--- config.mk ---
export PLATFORM = sky130hd
export DESIGN_NAME = apb_gpio_ext
export DESIGN_NICKNAME = d
export VERILOG_FILES = /design/src/rtl/apb_gpio_ext.sv
export SDC_FILE = /design/constraint.sdc
export NUM_CORES = 1
export LEC_CHECK = 0
export BUFFER_PORTS_ARGS = -buffer_cell sky130_fd_sc_hd__buf_2
export CAP_MARGIN = 20
export CORE_ASPECT_RATIO = 1.4
export CORE_MARGIN = 1
export CORE_UTILIZATION = 55
export CTS_CLUSTER_DIAMETER = 120
export CTS_CLUSTER_SIZE = 30
export DETAILED_ROUTE_END_ITERATION = 16
export MAX_ROUTING_LAYER = met4
export PLACE_DENSITY = 0.8
export SETUP_SLACK_MARGIN = 0.1
export SLEW_MARGIN = 20
export SYNTH_ARGS = -nofsm -noshare
export SYNTH_HDL_FRONTEND = slang
export SYNTH_SLANG_ARGS = --single-unit
--- constraint.sdc ---
create_clock -name HCLK -period 2 [get_ports HCLK]
set_input_delay 0.1 -clock HCLK [delete_from_list [all_inputs] [get_ports HCLK]]
set_output_delay 0.1 -clock HCLK [all_outputs]
set_load 0.005 [all_outputs]
--- src/rtl/apb_gpio_ext.sv ---
// APB GPIO controller: configurable pin count, atomic set/clear, sticky W1C interrupts.
// Define GPIO_DEBOUNCE_EN to build the per-pin debounce filter and DEBOUNCE register.
module apb_gpio_ext #(
    parameter int APB_ADDR_WIDTH = 12,
    parameter int NUM_GPIO       = 32,
    parameter int DEBOUNCE_W     = 8
) (
    input  logic                      HCLK,
    input  logic                      HRESETn,
    input  logic [APB_ADDR_WIDTH-1:0] PADDR,
    input  logic [31:0]               PWDATA,
    input  logic                      PWRITE,
    input  logic                      PSEL,
    input  logic                      PENABLE,
    output logic [31:0]               PRDATA,
    output logic                      PREADY,
    output logic                      PSLVERR,
    input  logic [NUM_GPIO-1:0]       gpio_in,
    output logic [NUM_GPIO-1:0]       gpio_in_sync,
    output logic [NUM_GPIO-1:0]       gpio_out,
    output logic [NUM_GPIO-1:0]       gpio_dir,
    output logic                      interrupt
);

    localparam logic [3:0] A_DIR       = 4'h0;
    localparam logic [3:0] A_IN        = 4'h1;
    localparam logic [3:0] A_OUT       = 4'h2;
    localparam logic [3:0] A_OUTSET    = 4'h3;
    localparam logic [3:0] A_OUTCLR    = 4'h4;
    localparam logic [3:0] A_INTEN     = 4'h5;
    localparam logic [3:0] A_INTTYPE0  = 4'h6;
    localparam logic [3:0] A_INTTYPE1  = 4'h7;
    localparam logic [3:0] A_INTSTATUS = 4'h8;
    localparam logic [3:0] A_DEBOUNCE  = 4'h9;

    logic [3:0]          addr;
    logic                acc;
    logic                wr_en;
    logic                mapped;
    logic [NUM_GPIO-1:0] wdata;
    logic [NUM_GPIO-1:0] dir_q, out_q, inten_q, type0_q, type1_q, status_q;
    logic [NUM_GPIO-1:0] sync0, sync1, filt, filt_d, cond, w1c;
    logic [31:0]         deb_rd;
    logic                unused_bits;

    function automatic logic [31:0] zext(input logic [NUM_GPIO-1:0] v);
        logic [31:0] r;
        r = '0;
        r[NUM_GPIO-1:0] = v;
        return r;
    endfunction

    assign addr   = PADDR[5:2];
    assign acc    = PSEL & PENABLE;
    assign wr_en  = acc & PWRITE;
    assign mapped = (addr <= A_DEBOUNCE);
    assign wdata  = PWDATA[NUM_GPIO-1:0];

    assign PREADY  = 1'b1;
    assign PSLVERR = acc & ~mapped;

    // Only PADDR[5:2] is decoded; upper data bits are dropped when NUM_GPIO < 32.
    assign unused_bits = ^{PADDR, PWDATA};

    always_ff @(posedge HCLK) begin
        if (!HRESETn) begin
            dir_q   <= '0;
            out_q   <= '0;
            inten_q <= '0;
            type0_q <= '0;
            type1_q <= '0;
        end else if (wr_en) begin
            case (addr)
                A_DIR:      dir_q   <= wdata;
                A_OUT:      out_q   <= wdata;
                A_OUTSET:   out_q   <= out_q | wdata;
                A_OUTCLR:   out_q   <= out_q & ~wdata;
                A_INTEN:    inten_q <= wdata;
                A_INTTYPE0: type0_q <= wdata;
                A_INTTYPE1: type1_q <= wdata;
                default: ;
            endcase
        end
    end

    always_ff @(posedge HCLK) begin
        if (!HRESETn) begin
            sync0  <= '0;
            sync1  <= '0;
            filt_d <= '0;
        end else begin
            sync0  <= gpio_in;
            sync1  <= sync0;
            filt_d <= filt;
        end
    end

`ifdef GPIO_DEBOUNCE_EN
    logic [DEBOUNCE_W-1:0] deb_q;
    logic [DEBOUNCE_W-1:0] cnt [NUM_GPIO];
    logic [NUM_GPIO-1:0]   filt_q;

    always_ff @(posedge HCLK) begin
        if (!HRESETn) begin
            deb_q <= '0;
        end else if (wr_en && addr == A_DEBOUNCE) begin
            deb_q <= PWDATA[DEBOUNCE_W-1:0];
        end
    end

    // A change is accepted after deb_q+1 consecutive samples that differ from filt.
    always_ff @(posedge HCLK) begin
        if (!HRESETn) begin
            filt_q <= '0;
            for (int i = 0; i < NUM_GPIO; i++) cnt[i] <= '0;
        end else begin
            for (int i = 0; i < NUM_GPIO; i++) begin
                if (sync1[i] == filt_q[i]) begin
                    cnt[i] <= '0;
                end else if (cnt[i] == deb_q) begin
                    filt_q[i] <= sync1[i];
                    cnt[i]    <= '0;
                end else begin
                    cnt[i] <= cnt[i] + DEBOUNCE_W'(1);
                end
            end
        end
    end

    assign filt = filt_q;

    always_comb begin
        deb_rd = '0;
        deb_rd[DEBOUNCE_W-1:0] = deb_q;
    end
`else
    assign filt   = sync1;
    assign deb_rd = '0;
`endif

    always_comb begin
        cond = '0;
        for (int i = 0; i < NUM_GPIO; i++) begin
            case ({type1_q[i], type0_q[i]})
                2'b00:   cond[i] = filt[i] & ~filt_d[i];
                2'b01:   cond[i] = ~filt[i] & filt_d[i];
                2'b10:   cond[i] = filt[i] ^ filt_d[i];
                default: cond[i] = filt[i];
            endcase
        end
    end

    assign w1c = (wr_en && addr == A_INTSTATUS) ? wdata : '0;

    // Set wins over a simultaneous clear so a held level cannot be acknowledged away.
    always_ff @(posedge HCLK) begin
        if (!HRESETn) begin
            status_q <= '0;
        end else begin
            status_q <= (status_q & ~w1c) | (cond & inten_q);
        end
    end

    always_comb begin
        PRDATA = '0;
        case (addr)
            A_DIR:       PRDATA = zext(dir_q);
            A_IN:        PRDATA = zext(filt);
            A_OUT:       PRDATA = zext(out_q);
            A_INTEN:     PRDATA = zext(inten_q);
            A_INTTYPE0:  PRDATA = zext(type0_q);
            A_INTTYPE1:  PRDATA = zext(type1_q);
            A_INTSTATUS: PRDATA = zext(status_q);
            A_DEBOUNCE:  PRDATA = deb_rd;
            default:     PRDATA = '0;
        endcase
    end

    assign gpio_in_sync = filt;
    assign gpio_out     = out_q;
    assign gpio_dir     = dir_q;
    assign interrupt    = |(status_q & inten_q);

endmodule

; ---- Word-level counts from Yosys, hierarchy flattened
; Cells that the tools add are included.
[totals]
ff_bits = 288
input_bits = 81
[op_classes]
order_cmp = 1
n_eq_ne = 72
muxes = 35
bitwise_logic = 172
n_reduce_logical = 41
[ops]
columns = op, count
row1 = $pmux 32 s7, 1
row2 = $and 32x32->32, 4
row3 = $pmux 1 s3, 32
row4 = $pmux 32 s3, 1
row5 = $and 1x1->1, 67
row6 = $not 1->1, 65
row7 = $eq 2x1->1 const B, 32
row8 = $eq 2x2->1 const B, 32
row9 = $logic_not 2->1, 32
row10 = $not 32->32, 2
row11 = $or 32x32->32, 2
row12 = $mux 32, 1
row13 = $reduce_or 32->1, 1
row14 = $xor 1x1->1, 32
row15 = $eq 4x3->1 const B, 4
row16 = $reduce_and 2->1, 5
row17 = $eq 4x2->1 const B, 2
row18 = $eq 4x1->1 const B, 1
row19 = $eq 4x4->1 const B, 1
row20 = $le 4x4->1 const B, 1
row21 = $logic_not 4->1, 1
row22 = $reduce_bool 3->1, 1
row23 = $logic_and 1x1->1, 1

; ---- Depth between registers and ports, before layout
; Gate-level depths: netlist (run 1).
[depth]
ltp_word = 7
mapped_depth = 8

; ---- Worst setup path after synthesis (run 1)
; Ideal clock, no wire load.
[synth_timing]
path_type = flip-flop to flip-flop
startpoint = reg sync1[23] (netlist: gpio_in_sync[23])
endpoint = reg status_q[23]
setup_ns = 0.116
t_arrival_ns = 1.399
t_required_ns = 1.884
slack_ns = 0.484
stages_incl_launch_ff = 6
n_path_buf = 0
path_cell_list = dfxtp_1 -> inv_1 -> ha_1 -> inv_1 -> mux4_2 -> a31o_2
[synth_between]
elab_chain_cells = 5
word_cells_on_any_way = 7
cone_classes = mux (1) / bitwise (6)
[synth_rtl]
columns = element, line_no
row1 = from (decl), 42  ; logic [NUM_GPIO-1:0] sync0, sync1, filt, filt_d, cond, w1c;
row2 = from (signal assigned), 93  ; sync1 <= sync0;
row3 = $not 1->1, 146  ; 2'b01: cond[i] = ~filt[i] & filt_d[i];
row4 = $and 1x1->1, 146
row5 = $pmux 1 s3 (*), 144  ; case ({type1_q[i], type0_q[i]})
row6 = $and 32x32->32 (*), 160  ; status_q <= (status_q & ~w1c) | (cond & inten_q);
row7 = $or 32x32->32 (*), 160
row8 = to (signal assigned), 160
row9 = to (decl), 41  ; logic [NUM_GPIO-1:0] dir_q, out_q, inten_q, type0_q, type1_q, status_q;
; Every way passes the cells marked *; elsewhere a longest branch is shown, timed or not.
; A chain may end at the register's enable or synchronous reset.

; ---- Worst setup path in the final report (run 1)
[layout_timing]
startpoint = reg status_q[29]
endpoint = out interrupt
[layout_between]
elab_chain_cells = 2
[layout_rtl]
columns = element, line_no
row1 = $and 32x32->32, 182  ; assign interrupt = |(status_q & inten_q);
row2 = $reduce_or 32->1, 182
row3 = to (decl), 22  ; output logic interrupt
; No other way between the ends.

==> key figures, run 1 <==
Logic synthesis
  – Syn Area/Cell: 9.27 um2
  – Mapped Cells: 1432
  – Post-synthesis sequential area ratio: a little over two fifths
  – Async SR Flop Fraction: 0%
  – Largest area contributor in the netlist: dfxtp_1
  – Syn Std Cell Area: 0.0133 mm2
  – Ranking of synthesized cells by area: dfxtp_1 (43%), nand2_1 (8.3%), and2_1 (6.2%)
  – Top_reg_cell synth: dfxtp_1
  – Number of synthesized flops with an enable pin: 0
  – Post-synthesis cell type count: 37
  – Yosys warns: 0
  – Yosys top cell area share: 43.4%
  – Flops & latches, synth: 288
  – Mapped Nets: 1577

Floorplanning
  – Die W: 133 um
  – DIE AREA: between 0.02 and 0.025 mm2
  – Core Area: 0.0235 mm2
  – Std cell rows: 66
  – Initial Utilization: 56.6%
  – Die height: 186 um
  – Num ports: 212

Cells and area
  – Commonest non-fill, non-tap cells in the layout: nand2_1 (293), dfxtp_1 (280), buf_2 (201)
  – Nets@finish: 1800
  – Layout cell share with drive strength beyond 1: 21.0%
  – # diodes: 0
  – Multi-input logic area: 0.00674 mm2
  – Seq. cell area: 0.00578 mm2
  – Most common cell after layout, fill and taps aside: nand2_1
  – Fill count: ~1900
  – Syn-to-layout area delta: 18.7%
  – Final Non-Filler Cells: 1960

STA
  – Top achievable clock speed: 490 MHz
  – RSZ-0062 raised after global routing: yes
  – Worst Skew: 0.0150 ns
  – Worst rel slew slack: 28.3%
  – TNS Setup: -0.0393 ns
  – Final critical-path share of the clock period: 102%
  – Final Max Tran Viols: 0
  – Min Tclk post-route: 2.04 ns
  – # setup viols final: 1
  – Final setup margin: -0.0393 ns
  – Final Hold Fails: 0
  – Worst-Margin Slew: approximately 1.1 ns

Worst setup path
  – Max Fanout on Critical Path: 3
  – R2R Setup Slk: around 0.32 ns
  – WP data required: 1.90 ns
  – Crit Path Category: reg -> out
  – Critical path arrival: 1.94 ns
  – Endpoint class of the critical path: output port
  – CP startpoint kind: flop

Detailed routing
  – Post-route ant nets: 0
  – DRT Pass-1 Iters: 8
  – DR DRC count: 0
  – Vias per inst: around 6.0
  – Wirelength per Cell: 19.1 um
  – Via count: 11700
  – Post-Route WL: 37400 um
  – DRT iter0 DRCs: 1225

Power and ir drop
  – PD cells: 614 mW/mm2
  – Peak supply drop: 0.747 mV
  – LEAKAGE: 0.00656 uW

Placement
  – RD Place Congestion: 0.852
  – DP HPWL: 24100 um
  – Placed cell count: 1880
  – Port Buffers: 202

GRT
  – Pin count of the biggest net entering global routing: 163
  – Total global routing overflow: 0
  – Vias in the first global route: 11100
  – GRT Total Usage: 30.9%
  – Initial antenna violation count: 1
  – First-pass GRT wire length: 59100 um

CTS
  – TritonCTS Buffers: 13
  – TritonCTS Sinks: 288
  – H-tree levels: 1
  – Clock latency on the worst-skew pair: between 0.4 and 0.5 ns
  – CTS tree: built
  – CTS clk-pin slew, worst paths: 0.11 ns
  – CTS max path bufs: 3
  – CTS root buffer: clkbuf_16

Status
  – Failing checks: setup timing
  – Status: complete, but fails checks

Min path
  – Hold Crit Class: in -> reg

Job
  – Max-cap violations: 0
[through the flow]
step / cell area, um2 / util, % / power [uW] / worst slack, ns / hold slack, ns
final: 15800 / 67.2 / 9680 / -0.0393 / 0.130
after global routing: 15800 / 67.2 / 10000 / -0.0794 / 0.121
after CTS: 15700 / 67.1 / 9710 / -0.0341 / 0.225
after detailed placement: 14700 / 62.7 / 6700 / -0.102 / 0.309
after global placement: 14700 / 62.7 / 6670 / 0.0206 / 0.304
after floorplan: 13300 / - / 6370 / 0.484 / 0.227
[critical path: stages (launching register included)]
cell and delay (ns):
dfxtp_2 0.36, a22oi_2 0.25, nand4_1 0.12, or4_4 0.57, buf_2 0.15
[layout make-up]
class                           count  share of cell area [%]
Inverter                           96                    2.29
Clock inverter                      1                   0.103
Clock buffer                       13                    2.06
Multi-Input combinational cell    945                    42.8
Timing Repair Buffer              311                    13.6
Sequential cell                   288                    36.7
Tap cell                          306                    2.43
[layer usage]
metal | routed length, um | GRT usage, % | share of wire (%)
met1 | 15000 | 38.2 | 40
met2 | 18500 | 51.3 | 49
met3 | 2860 | 3.62 | 7.6
met4 | 1120 | 12.8 | 3.0
met5 | 0 | - | 0
[logic make-up (layout without fill, tap and decap cells)]
group           after synthesis  after routing  synth area share, %
compound gates              339            339                 20.1
fa+ha+maj                    64             64                 6.03
buf+inv                     199            421                 6.28
flops                       288            288                 43.4
mux                          33             33                 5.50
other cells                   1              1               0.0282
simple gates                508            508                 18.7
[flip-flops by register name, indices dropped and copies added, names as in the netlist]
name / flops
filt_d: 32
gpio_dir: 32
gpio_in_sync: 32
gpio_out: 32
inten_q: 32
status_q: 32
sync0: 32
type0_q: 32
type1_q: 32
[cell usage after synthesis, drive strengths merged (33+ instances only)]
| cell type | instances |
|---|---|
| a21boi | 128 |
| a21oi | 33 |
| a22oi | 80 |
| and2 | 133 |
| buf | 35 |
| clkbuf | 68 |
| dfxtp | 288 |
| ha | 64 |
| inv | 96 |
| nand2 | 293 |
| nand3 | 33 |
[power breakdown]
part	internal (uW)	switching (uW)	leakage, uW	total (uW)
Clock	1200	1800	0.000167	3000
Sequential	5830	69.3	0.00234	5890
Combinational	374	407	0.00405	781
Total	7400	2280	0.00656	9680
[path summary, 6_finish.rpt]
path,from,endpoint,cells after the start
setup / recovery,status_q[29],interrupt,4
hold reg to reg,sync0[6],gpio_in_sync[6],1
setup reg to reg,gpio_in_sync[28],status_q[28],5
hold / removal,PADDR[5],gpio_out[23],3
[what timing repair did]
action / 4_1_cts / 5_1_grt
hold buffers: 64 / 0
setup buffers: 1 / 0
resized for setup: 12 / 4
pin swaps: 5 / 1
endpoints found under the hold margin: 174 / 0
endpoints found under the setup margin: 1 / 1
(Power assumes the default switching activity.)
==> run 2: changes to the inputs <==
ABC_AREA = 1   (was unset)
REMOVE_ABC_BUFFERS = 1   (was unset)
==> key figures, run 2 <==
STA
  – Worst rel slew slack: 64.1%
  – Worst-Margin Slew: 0.538 ns
  – Final critical-path share of the clock period: about nine tenths
  – Worst Skew: between 0.02 and 0.025 ns
  – Min Tclk post-route: 1.83 ns
  – Final Max Tran Viols: 0
  – Top achievable clock speed: roughly 550 MHz
  – Final Hold Fails: 0
  – TNS Setup: 0 ns
  – RSZ-0062 raised after global routing: no
  – # setup viols final: 0

Worst setup path
  – Max stage delay on crit path: 0.36 ns
  – R2R Setup Slk: 0.65 ns
  – CP max stage cell: dfxtp_1
  – Worst R2R Start: gpio_in_sync[15]
  – Critical-path cell list: nand2_1, o21ai_1, nor2_1, nand2_1, nor2_1, nand2_1, buf_2
  – Endpoint class of the critical path: output port
  – CP startpoint kind: flop
  – Crit Path Category: reg -> out
  – Critical path arrival: 1.73 ns
  – Crit Reg-Reg Endpoint: status_q[15]
  – CP most frequent cell: nand2_1
  – Max Fanout on Critical Path: 4
  – WP data required: 1.90 ns
  – R2R cell count: 5
  – Critical Path Source: inten_q[24]

Min path
  – Worst hold path depth: 7
  – Hold Startpoint: PADDR[4]
  – Hold EP: gpio_out[18]
  – Hold Crit Class: in -> reg

Cells and area
  – Layout cell share with drive strength beyond 1: 12.6%
  – # diodes: 0
  – Syn-to-layout area delta: 18.0%
  – Most common cell after layout, fill and taps aside: nand2_1
  – Nets@finish: 2355
  – Post-route design area: 0.0163 mm2
  – Commonest non-fill, non-tap cells in the layout: nand2_1 (413), inv_1 (335), dfxtp_1 (288)
  – Fill count: 2156

Logic synthesis
  – Syn Area/Cell: 6.97 um2
  – Syn Std Cell Area: 0.0138 mm2
  – Post-synthesis cell type count: 25
  – Yosys top cell area share: 41.8%
  – Ranking of synthesized cells by area: dfxtp_1 (42%), nand2_1 (11%), a21oi_1 (9.2%)
  – Async SR Flop Fraction: 0%
  – Top_reg_cell synth: dfxtp_1
  – Flops & latches, synth: between 200 and 300
  – Number of synthesized flops with an enable pin: 0
  – Yosys warns: 0
  – Top-count cell post-synth: nand2_1
  – Post-synth top cells: nand2_1 (413), inv_1 (335), dfxtp_1 (288)
  – Post-synthesis sequential area ratio: 41.8%
  – Largest area contributor in the netlist: dfxtp_1
  – Mapped Cells: 1977

Floorplanning
  – Die height: 189 um
  – Num ports: 212
  – DIE AREA: 0.0257 mm2
  – Die W: 136 um
  – Core Area: ~0.025 mm2
  – Std cell rows: 68
  – Initial Utilization: between 50% and 60%

Detailed routing
  – Via count: 14200
  – DRT Pass-1 Iters: 6
  – Post-route ant nets: 0
  – Wirelength per Cell: 16.7 um
  – DR DRC count: 0
  – DRT iter0 DRCs: 1370
  – Post-Route WL: ~42000 um
  – Vias per inst: 5.62

Power and ir drop
  – PD cells: slightly above 600 mW/mm2
  – LEAKAGE: 0.00760 uW
  – Peak supply drop: 0.741 mV

GRT
  – First-pass GRT wire length: 66000 um
  – GRT Total Usage: 33.3%
  – Vias in the first global route: 13300
  – Pin count of the biggest net entering global routing: 59
  – Initial antenna violation count: 0
  – Total global routing overflow: 0

Placement
  – Placed inst area: 0.0152 mm2
  – Port Buffers: 202
  – RD Place Congestion: 0.865
  – DP HPWL: between 20000 and 30000 um

CTS
  – TritonCTS Buffers: 13
  – H-tree levels: 1
  – TritonCTS Sinks: about 290
  – CTS clk-pin slew, worst paths: 0.11 ns
  – CTS tree: built
  – CTS max path bufs: 3
  – Clock latency on the worst-skew pair: 0.51 ns
  – Setup Buffers After CTS: 0
  – CTS root buffer: clkbuf_16

Job
  – Max-cap violations: 0

Status
  – Status: complete, no violations
## run 2: changes by cell type after synthesis, moves of 80 or more
| cell | previous run | this run |
|---|---|---|
| a21boi_1 | 104 | 0 |
| a21oi_1 | 33 | 254 |
| a22oi_1 | 80 | 0 |
| and2_1 | 132 | 0 |
| inv_1 | 96 | 335 |
| nand2_1 | 293 | 413 |
| nor2_1 | 1 | 82 |
| o21ai_0 | 0 | 225 |
## run 2: worst max path at each step
stage	endpoint	slack, ns	cells past startpoint
after floorplan	gpio_out[0]	0.13	7
after global placement	inten_q[6]	0.47	9
after detailed placement	inten_q[13]	0.36	9
after CTS	interrupt	0.16	6
after global routing	interrupt	0.11	6
final	interrupt	0.17	7
## run 2: area by class of cell
cell class / count / area [um2] / area share (%)
multi-input combinational: 1248 / 6310 / 38.7
tap: 315 / 394 / 2.42
inverter: 343 / 1290 / 7.91
clock buffer: 13 / 325 / 2.00
clock inverter: 2 / 25.0 / 0.154
timing repair buffer: 316 / 2170 / 13.4
sequential: 288 / 5770 / 35.4
## run 2: report_power, final
part / switching (uW) / internal [uW] / total, uW / leakage [uW]
clock network: 1860 / 1210 / 3070 / 0.000172
logic: 548 / 365 / 913 / 0.00509
registers: 78.0 / 5840 / 5920 / 0.00234
total: 2480 / 7420 / 9900 / 0.00760
## run 2: kinds of logic (layout without fill, tap and decap cells)
kind of cell | after synthesis | in the layout | share of synthesized area (%)
DFF | 288 | 288 | 41.8
adders and majority gates | 64 | 64 | 5.81
AOI/OAI and AO/OA | 577 | 577 | 22.1
other | 1 | 1 | 0.0272
and+or+nand+nor | 606 | 606 | 17.7
buffers and inverters | 441 | 674 | 12.5
## run 2: layer usage
metal	GRT usage [%]	up-vias	routed length, um
met5	-	-	0
met4	18.4	0	2060
met3	4.69	150	3710
met2	54.0	707	20200
met1	39.3	6527	16300
li1	-	6802	-
## run 2: repair_timing
item | 4_1_cts | 5_1_grt
hold buffers | 70 | 0
setup endpoints to repair | 0 | 1
resized for setup | 0 | 1
hold endpoints to repair | 185 | 0
## run 2: critical path: cells and delay by family (launching register included)
| family | cells | cell delay [ns] |
|---|---|---|
| buffers and inverters | 1 | 0.14 |
| flip-flops | 1 | 0.36 |
| AO/OA/AOI/OAI | 1 | 0.11 |
| AND/OR/NAND/NOR | 5 | 0.59 |
## run 2: stage by stage
| step | worst slack (ns) | power, uW | hold WS [ns] | util (%) | instances |
|---|---|---|---|---|---|
| after detailed placement | 0.364 | 6820 | 0.285 | 61.7 | 2440 |
| final | 0.173 | 9900 | 0.179 | 66.0 | 2525 |
| after floorplan | 0.126 | 6400 | 0.193 | - | 1879 |
| after CTS | 0.162 | 9930 | 0.163 | 66.0 | 2525 |
| after global placement | 0.469 | 6790 | 0.279 | 61.7 | 2440 |
| after global routing | 0.109 | 10200 | 0.230 | 66.0 | 2525 |
